$ cat src/rtl/mem_stage.sv
// rtl/mem_stage.sv - RV32I memory stage: EX/MEM register, data-bus master, load alignment
//
// Purpose: holds the EX/MEM pipeline register, issues data-memory transfers on a
// valid/ready bus, aligns/extends load data, and stalls the front of the pipe
// while a transfer waits. Misaligned accesses and bus timeouts are dropped with
// a one-cycle fault pulse and the rd write suppressed.
//
// Ports:
//   clk, rst                    clock (rising edge), asynchronous active-high reset
//   flushM                      load a bubble into EX/MEM instead of the EX outputs
//   alu_outE, dm_wdE, rdE       EX address/result, store data, destination register
//   reg_writeE, mem_readE,
//   mem_writeE, funct3E         EX control and access size/sign
//   resultM, rdM                registered ALU result (forwarding line), registered rd
//   reg_writeM, mem_to_regM     rd write enable (dropped on fault), WB load select
//   ld_dataM                    aligned/extended load data, nonzero only on the ready cycle
//   mem_stall                   freeze IF/ID/EX and EX/MEM
//   misalign_fault, bus_fault   one-cycle fault pulses
//   dbus_req, dbus_we,
//   dbus_addr, dbus_be,
//   dbus_wdata                  data-bus request, write flag, word address, byte enables, data
//   dbus_ready, dbus_rdata      transfer complete this cycle, read word

module mem_stage #(
  parameter int TIMEOUT = 16
) (
  input  logic        clk,
  input  logic        rst,
  input  logic        flushM,
  input  logic [31:0] alu_outE,
  input  logic [31:0] dm_wdE,
  input  logic [4:0]  rdE,
  input  logic        reg_writeE,
  input  logic        mem_readE,
  input  logic        mem_writeE,
  input  logic [2:0]  funct3E,
  output logic [31:0] resultM,
  output logic [4:0]  rdM,
  output logic        reg_writeM,
  output logic        mem_to_regM,
  output logic [31:0] ld_dataM,
  output logic        mem_stall,
  output logic        misalign_fault,
  output logic        bus_fault,
  output logic        dbus_req,
  output logic        dbus_we,
  output logic [31:0] dbus_addr,
  output logic [3:0]  dbus_be,
  output logic [31:0] dbus_wdata,
  input  logic        dbus_ready,
  input  logic [31:0] dbus_rdata
);

  localparam int CW = $clog2(TIMEOUT + 1);
  localparam logic [CW-1:0] CNT_MAX = CW'(TIMEOUT);

  typedef enum logic {S_IDLE, S_WAIT} state_t;

  state_t        state_q, state_d;
  logic [CW-1:0] cnt_q, cnt_d;

  logic        valid_q, valid_d;
  logic [31:0] alu_out_q, alu_out_d;
  logic [31:0] wd_q, wd_d;
  logic [4:0]  rd_q, rd_d;
  logic        reg_write_q, reg_write_d;
  logic        mem_read_q, mem_read_d;
  logic        mem_write_q, mem_write_d;
  logic [2:0]  funct3_q, funct3_d;

  logic        memop, mis, timeout;
  logic [7:0]  ld_byte;
  logic [15:0] ld_half;
  logic [31:0] ld_ext;

  // EX/MEM capture: frozen while stalled, so a flush during a stall is ignored.
  always_comb begin
    valid_d     = valid_q;
    alu_out_d   = alu_out_q;
    wd_d        = wd_q;
    rd_d        = rd_q;
    reg_write_d = reg_write_q;
    mem_read_d  = mem_read_q;
    mem_write_d = mem_write_q;
    funct3_d    = funct3_q;
    if (!mem_stall) begin
      valid_d     = ~flushM;
      alu_out_d   = alu_outE;
      wd_d        = dm_wdE;
      rd_d        = rdE;
      reg_write_d = reg_writeE & ~flushM;
      mem_read_d  = mem_readE & ~flushM;
      mem_write_d = mem_writeE & ~flushM;
      funct3_d    = funct3E;
    end
  end

  always_ff @(posedge clk or posedge rst) begin
    if (rst) begin
      state_q     <= S_IDLE;
      cnt_q       <= '0;
      valid_q     <= 1'b0;
      alu_out_q   <= '0;
      wd_q        <= '0;
      rd_q        <= '0;
      reg_write_q <= 1'b0;
      mem_read_q  <= 1'b0;
      mem_write_q <= 1'b0;
      funct3_q    <= '0;
    end else begin
      state_q     <= state_d;
      cnt_q       <= cnt_d;
      valid_q     <= valid_d;
      alu_out_q   <= alu_out_d;
      wd_q        <= wd_d;
      rd_q        <= rd_d;
      reg_write_q <= reg_write_d;
      mem_read_q  <= mem_read_d;
      mem_write_q <= mem_write_d;
      funct3_q    <= funct3_d;
    end
  end

  assign memop = valid_q & (mem_read_q | mem_write_q);
  assign mis   = ((funct3_q[1:0] == 2'b10) && (alu_out_q[1:0] != 2'b00)) ||
                 ((funct3_q[1:0] == 2'b01) && alu_out_q[0]);

  // Issue happens in IDLE with zero latency; WAIT keeps the request up while the
  // register is frozen, so address/data stay stable without extra holding regs.
  assign dbus_req = (state_q == S_WAIT) | (memop & ~mis);

  always_comb begin
    state_d = state_q;
    cnt_d   = cnt_q;
    timeout = 1'b0;
    case (state_q)
      S_IDLE: begin
        if (dbus_req && !dbus_ready) begin
          state_d = S_WAIT;
          cnt_d   = CW'(1);
        end
      end
      S_WAIT: begin
        if (dbus_ready) begin
          state_d = S_IDLE;
          cnt_d   = '0;
        end else if (cnt_q == CNT_MAX) begin
          timeout = 1'b1;
          state_d = S_IDLE;
          cnt_d   = '0;
        end else begin
          cnt_d = cnt_q + CW'(1);
        end
      end
      default: begin
        state_d = S_IDLE;
        cnt_d   = '0;
      end
    endcase
  end

  assign mem_stall      = dbus_req & ~dbus_ready & ~timeout;
  assign misalign_fault = memop & mis;
  assign bus_fault      = timeout;
  assign reg_writeM     = reg_write_q & ~misalign_fault & ~timeout;
  assign mem_to_regM    = valid_q & mem_read_q;
  assign resultM        = alu_out_q;
  assign rdM            = rd_q;

  assign dbus_we   = dbus_req & mem_write_q;
  assign dbus_addr = dbus_req ? {alu_out_q[31:2], 2'b00} : 32'd0;

  always_comb begin
    dbus_be    = 4'b0000;
    dbus_wdata = 32'd0;
    if (dbus_req) begin
      case (funct3_q[1:0])
        2'b00: begin
          dbus_be    = 4'b0001 << alu_out_q[1:0];
          dbus_wdata = {4{wd_q[7:0]}};
        end
        2'b01: begin
          dbus_be    = 4'b0011 << alu_out_q[1:0];
          dbus_wdata = {2{wd_q[15:0]}};
        end
        default: begin
          dbus_be    = 4'b1111;
          dbus_wdata = wd_q;
        end
      endcase
    end
  end

  always_comb begin
    ld_byte = dbus_rdata[7:0];
    case (alu_out_q[1:0])
      2'b01:   ld_byte = dbus_rdata[15:8];
      2'b10:   ld_byte = dbus_rdata[23:16];
      2'b11:   ld_byte = dbus_rdata[31:24];
      default: ld_byte = dbus_rdata[7:0];
    endcase
    ld_half = alu_out_q[1] ? dbus_rdata[31:16] : dbus_rdata[15:0];
    case (funct3_q)
      3'b000:  ld_ext = {{24{ld_byte[7]}}, ld_byte};
      3'b001:  ld_ext = {{16{ld_half[15]}}, ld_half};
      3'b100:  ld_ext = {24'd0, ld_byte};
      3'b101:  ld_ext = {16'd0, ld_half};
      default: ld_ext = dbus_rdata;
    endcase
  end

  // Only a completing read produces load data; everything else reads as zero.
  assign ld_dataM = (dbus_req & dbus_ready & ~dbus_we & mem_read_q) ? ld_ext : 32'd0;

endmodule

$ cat config.mk
export PLATFORM = sky130hd
export DESIGN_NAME = mem_stage
export DESIGN_NICKNAME = d
export VERILOG_FILES = /design/src/rtl/mem_stage.sv
export SDC_FILE = /design/constraint.sdc
export NUM_CORES = 1
export LEC_CHECK = 0
export CAP_MARGIN = 30
export CORE_MARGIN = 10
export CORE_UTILIZATION = 41
export CTS_CLUSTER_DIAMETER = 120
export DETAILED_ROUTE_END_ITERATION = 10
export GPL_TIMING_DRIVEN = 0
export PLACE_DENSITY_LB_ADDON = 0.12
export SLEW_MARGIN = 20
export SYNTH_ARGS = -nofsm -noshare
export SYNTH_HDL_FRONTEND = slang
export SYNTH_SLANG_ARGS = --single-unit
$ cat constraint.sdc
create_clock -name clk -period 2.9 [get_ports clk]
set_input_delay 0.87 -clock clk [delete_from_list [all_inputs] [get_ports clk]]
set_output_delay 0.87 -clock clk [all_outputs]
set_load 0.02 [all_outputs]
# After elaboration in Yosys (flattened, before gate mapping)
# Cells that the tools add are included.
[classes]
n_addsub = 1
n_eq_ne = 10
n_shift = 2
mux = 20
n_bitwise = 24
n_reduce_logical = 8
[op_table]
columns = ["op", "count"]
rows = [
  ["32-bit one-hot mux with 4 select lines", 1],
  ["32-bit two-way mux", 3],
  ["32-bit one-hot mux with 2 select lines", 1],
  ["8-bit one-hot mux with 3 select lines", 1],
  ["16-bit two-way mux", 1],
  ["1-bit bitwise AND", 15],
  ["5-bit two-way mux", 3],
  ["5-bit one-hot mux with 2 select lines", 1],
  ["4-bit one-hot mux with 2 select lines", 1],
  ["1-bit NOT", 7],
  ["2-bit equality test (second input constant)", 3],
  ["3-bit equality test (second input constant)", 2],
  ["1-bit two-way mux", 6],
  ["5-bit by 1-bit adder with 5-bit output (second input constant)", 1],
  ["5-bit equality test (second input constant)", 1],
  ["2-bit by 1-bit equality test with 1-bit output (second input constant)", 2],
  ["4-bit two-way mux", 1],
  ["1-bit by 2-bit left shift with 4-bit output (first input constant)", 1],
  ["2-bit by 2-bit left shift with 4-bit output (first input constant)", 1],
  ["3-bit by 1-bit equality test with 1-bit output (second input constant)", 1],
  ["1-bit logical AND", 3],
  ["3-bit zero test", 1],
  ["2-bit zero test", 1],
  ["2-bit != test (second input constant)", 1],
  ["other kinds (5)", 6],
]
[word_totals]
ff_bits = 82
input_bits = 111
output_inout_bits = 144

# Depth between registers and ports, before layout
[logic_depth]
depth_word = 11
depth_mapped = 9

# Worst setup path before layout
# OpenSTA, ideal clock, no wires.
[synth_path]
path_kind = "input-to-output"
from = "input port dbus_ready"
to = "output port ld_dataM[13]"
arrival_ns = 2.077
slack_ns = -0.047
cell_stages = 5
n_path_buf = 1
cell_sequence = "nand3b_1 -> a211oi_2 -> nand2_1 -> buf_2 -> a221oi_1"
[synth_between]
elab_chain_cells = 4
[synth_lines]
columns = ["element", "line", "source"]
rows = [
  ["start: declaration", "50", "input logic dbus_ready,"],
  ["1-bit bitwise AND (3 in series)", "213", "assign ld_dataM = (dbus_req & dbus_ready & ~dbus_we & mem_read_q) ? ld_ext : 32'd0;"],
  ["32-bit two-way mux", "213", ""],
  ["end: declaration", "41", "output logic [31:0] ld_dataM,"],
]
# Every way passes these cells.

# Final worst setup path
[layout_path]
from = "register funct3_q[1]"
to = "output port ld_dataM[30]"
[layout_between]
elab_chain_cells = 11
word_cells_on_any_way = 19
cone_classes = "eq/ne: 5; mux: 2; bitwise: 8; reduce/logical: 4"
[layout_lines]
columns = ["element", "line", "source"]
rows = [
  ["start: declaration", "69", "logic [2:0] funct3_q, funct3_d;"],
  ["start signal: assignment", "120", "funct3_q <= funct3_d;"],
  ["2-bit equality test or 2-bit by 1-bit equality test with 1-bit output (tied branches)", "125, 126", ""],
  ["1-bit logical AND (on tied branches)", "125, 126", ""],
  ["1-bit logical OR", "125", "assign mis = ((funct3_q[1:0] == 2'b10) && (alu_out_q[1:0] != 2'b00)) ||"],
  ["1-bit NOT", "130", "assign dbus_req = (state_q == S_WAIT) | (memop & ~mis);"],
  ["1-bit bitwise AND", "130", ""],
  ["1-bit OR", "130", ""],
  ["1-bit bitwise AND", "170", "assign dbus_we = dbus_req & mem_write_q;"],
  ["1-bit NOT", "213", ""],
  ["1-bit bitwise AND (2 in series)", "213", ""],
  ["32-bit two-way mux *", "213", ""],
]
# Every way passes the cells marked *; elsewhere a longest branch is shown, timed or not.

==> impl_results.md <==
* CP Class: flip-flop to output pin
* Fin cells at 1,358
* Async SR Flop Fraction at 100.0%
* Die area at 21,370 um^2
* Violated checks: negative setup slack
* DRC Markers at 0
* Int Pwr at 6924 uW
* Power share of the combinational group at 72.5%
* Final period utilization at 104.7%
* TritonCTS clock tree: yes
* Clock share of power at 10.9%
* Hpwl dp at 20.82 mm
* Crit start category: flip-flop
* Synth Warn # at 0
* Vias/cell at 6.028
* Most common flop cell mapped by yosys: dfrtp_1
* P_leak at 0.004386 uW
* CTS Buffer Depth at 2
* Layout cell share with drive strength beyond 1 at 28.57%
* Die H at 146.2 um
* Post-synth cell types at 47
* Total global-route track usage at 25.64%
* Final instance area at 10,920 um^2
* Setup-failing EPs final at 85
* Tightest Hold Check Type: flip-flop to flip-flop
* Nets at 1,249
* Critical-path maximum fanout at 5
* Core Util, Final at 69.26%
* CORE AREA at 15,770 um^2
* Synth-to-layout area growth at 67.32%
* 1st-pass router iterations at 5
* Clock skew at 0.008840 ns
* Synthesized instance count at 848
* Drt wl/cell at 22.05 um
* Final ANT Viol Nets at 0
* Largest net degree at the start of global routing at 30
* Yosys top cell area share at 31.44%
* Slew Limit Fails at 0
* Area of the mapped netlist at 6528 um^2
* Min cycle time layout at 3.036 ns
* Ranking of synthesized cells by area: dfrtp_1 31%, nand3_1 12%, a22oi_1 8.7%
* GPL Wtd Cong at 0.8929
* Synth area leader: dfrtp_1
* Worst slew pin tran at 0.6131 ns
* Post-synth EDFFs at 0
* Worst hold margin at 0.5556 ns
* First-pass GRT wire length at 45.25 mm
* Sequential share of the synthesized area at 31.44%
* Worst EP arrival at 2.17 ns
* DIE WIDTH at 146.2 um
* Sequential fraction of design power at 16.5%
* IO Pins at 255
* Rel. slew slack at 59.12%
* Sw power at 6458 uW
* Outcome: finished with violations
* Top-count cell post-synth: nand3_1
* Worst vdd ir at 0.8174 mV
* WP data required at 2.03 ns
* Placed Cells at 1,320
* Worst setup EP type: output pin
* Port bufs at 252
* Pwr dens at 1225 nW/um^2
* Root buf cell: clkbuf_16
* Post-synthesis register bit count at 82
* Clk slew on worst S/H paths at 0.06 ns
* Initial antenna violation count at 0
* Row cnt at 46
* 1st-iter DRT viols at 754
* Switch share at 48.26%
* Dpl cell area at 9395 um^2
* Setup repair after global routing missed its margin: yes
* Via count at 8,186
* H-Tree Depth at 3
* Clock Latency Late Sink at 0.35 ns
* Initial core utilization at 41.39%
* Final hold vios at 0
* # clock sinks at 82
* Vias in the first global route at 7,980
* Final worst slack at -0.1365 ns
* CTS buffer count at 9
* Syn_area_per_cell at 7.698 um^2
* Overflow after GRT at 0
* R2R setup slack at 0.53 ns
* Final WL at 29.94 mm
* Max-cap viol count at 0
* Synth cell count leaders: 154 x nand3_1, 82 x dfrtp_1, 80 x nor2b_1, 76 x a22oi_1, 75 x o211ai_1
* F_max at 329.3 MHz
[through the flow]
stage / power (uW) / setup TNS, ns / setup slack, ns
2_1_floorplan: 6514 / -0.09459 / -0.04730
3_3_place_gp: 9712 / -99.78 / -1.550
3_5_place_dp: 9741 / -101.24 / -1.525
4_1_cts: 12880 / -8.028 / -0.1380
5_1_grt: 14050 / -9.613 / -0.1529
6_report: 13380 / -6.037 / -0.1365
[state kept, by name (all words and copies together) (netlist names)]
register and count:
resultM 32, wd_q 32, cnt_q 5, rdM 5, funct3_q 3, mem_read_q 1
mem_write_q 1, reg_write_q 1, state_q 1, valid_q 1
[cell families after synthesis]
group / after synthesis / share of synthesized area, %
mux: 26 / 4.140
fa+ha+maj: 2 / 0.3833
other cells: 1 / 0.05745
buf+inv: 112 / 7.533
flops: 82 / 31.44
xor+xnor: 2 / 0.2684
simple gates: 386 / 30.75
compound gates: 237 / 25.44
[critical path: stages, from the launching register on]
cell        delay, ns
dfrtp_1          0.40
buf_6            0.15
buf_4            0.15
clkinvlp_4       0.10
buf_6            0.12
o41ai_4          0.06
buf_4            0.16
o211ai_4         0.27
buf_6            0.20
a21oi_2          0.06
buf_6            0.15
[repair_timing]
item,in CTS,in global routing
pin swaps,42,9
setup buffers,20,2
resized for setup,819,55
hold buffers,0,0
cloned,6,1
endpoints found under the setup margin,104,103
[cell type report]
type / count / area [um^2]
Fill cell: 1265 / 4848
Sequential cell: 82 / 2053
Antenna cell: 1 / 2.502
Multi-Input combinational cell: 655 / 4676
Timing Repair Buffer: 283 / 2928
Clock inverter: 6 / 136.4
Inverter: 14 / 60.06
Buffer: 91 / 556.8
Clock buffer: 10 / 239.0
Tap cell: 216 / 270.3
[metal layers]
metal  part of all wire [%]  vias to the layer above  global-route usage, %
met3                     10                       64                  7.911
met1                     40                     3933                  32.15
met2                     47                      522                  41.52
met4                    2.7                        0                  7.407
li1                       -                     3667                      -
met5                      0                        -                      0
[power groups by stage]
stage	Clock [uW]	Sequential (uW)	Combinational [uW]
floorplan	0	2270	4250
global placement	0	2140	7570
detailed placement	0	2140	7600
CTS	1470	2180	9240
global route	1520	2270	10300
finish	1460	2210	9710
[final timing paths]
| path | start | endpoint | depth (start not counted) |
|---|---|---|---|
| max | funct3_q[1] | ld_dataM[30] | 10 |
| min | cnt_q[3] | cnt_q[3] | 1 |
| max reg2reg | cnt_q[0] | resultM[21] | 8 |
| min reg2reg | cnt_q[3] | cnt_q[3] | 1 |
| max in group asynchronous | rst | wd_q[18] | 4 |
| min in group asynchronous | rst | resultM[1] | 2 |
[layout by cell type (no fill, tap or decap), types with 3 or more instances in the layout]
master,count
a21oi_1,11
a21oi_2,21
a21oi_4,15
a221oi_2,7
a22oi_1,76
and2_1,10
and2_4,31
buf_1,8
buf_12,5
buf_2,12
buf_4,44
buf_6,98
buf_8,5
bufinv_16,4
clkbuf_1,39
clkbuf_16,10
clkbuf_2,8
clkbuf_8,5
clkdlybuf4s50_1,128
clkinvlp_4,3
dfrtp_1,81
dlygate4sd2_1,15
inv_1,10
mux2_4,8
mux2i_1,17
nand2_1,41
nand2b_1,3
nand3_1,154
nor2_1,26
nor2_2,4
nor2_4,16
nor2b_1,80
o211ai_1,75
o21ai_0,12
or3_4,5
Power figures use the tool's default switching activity.
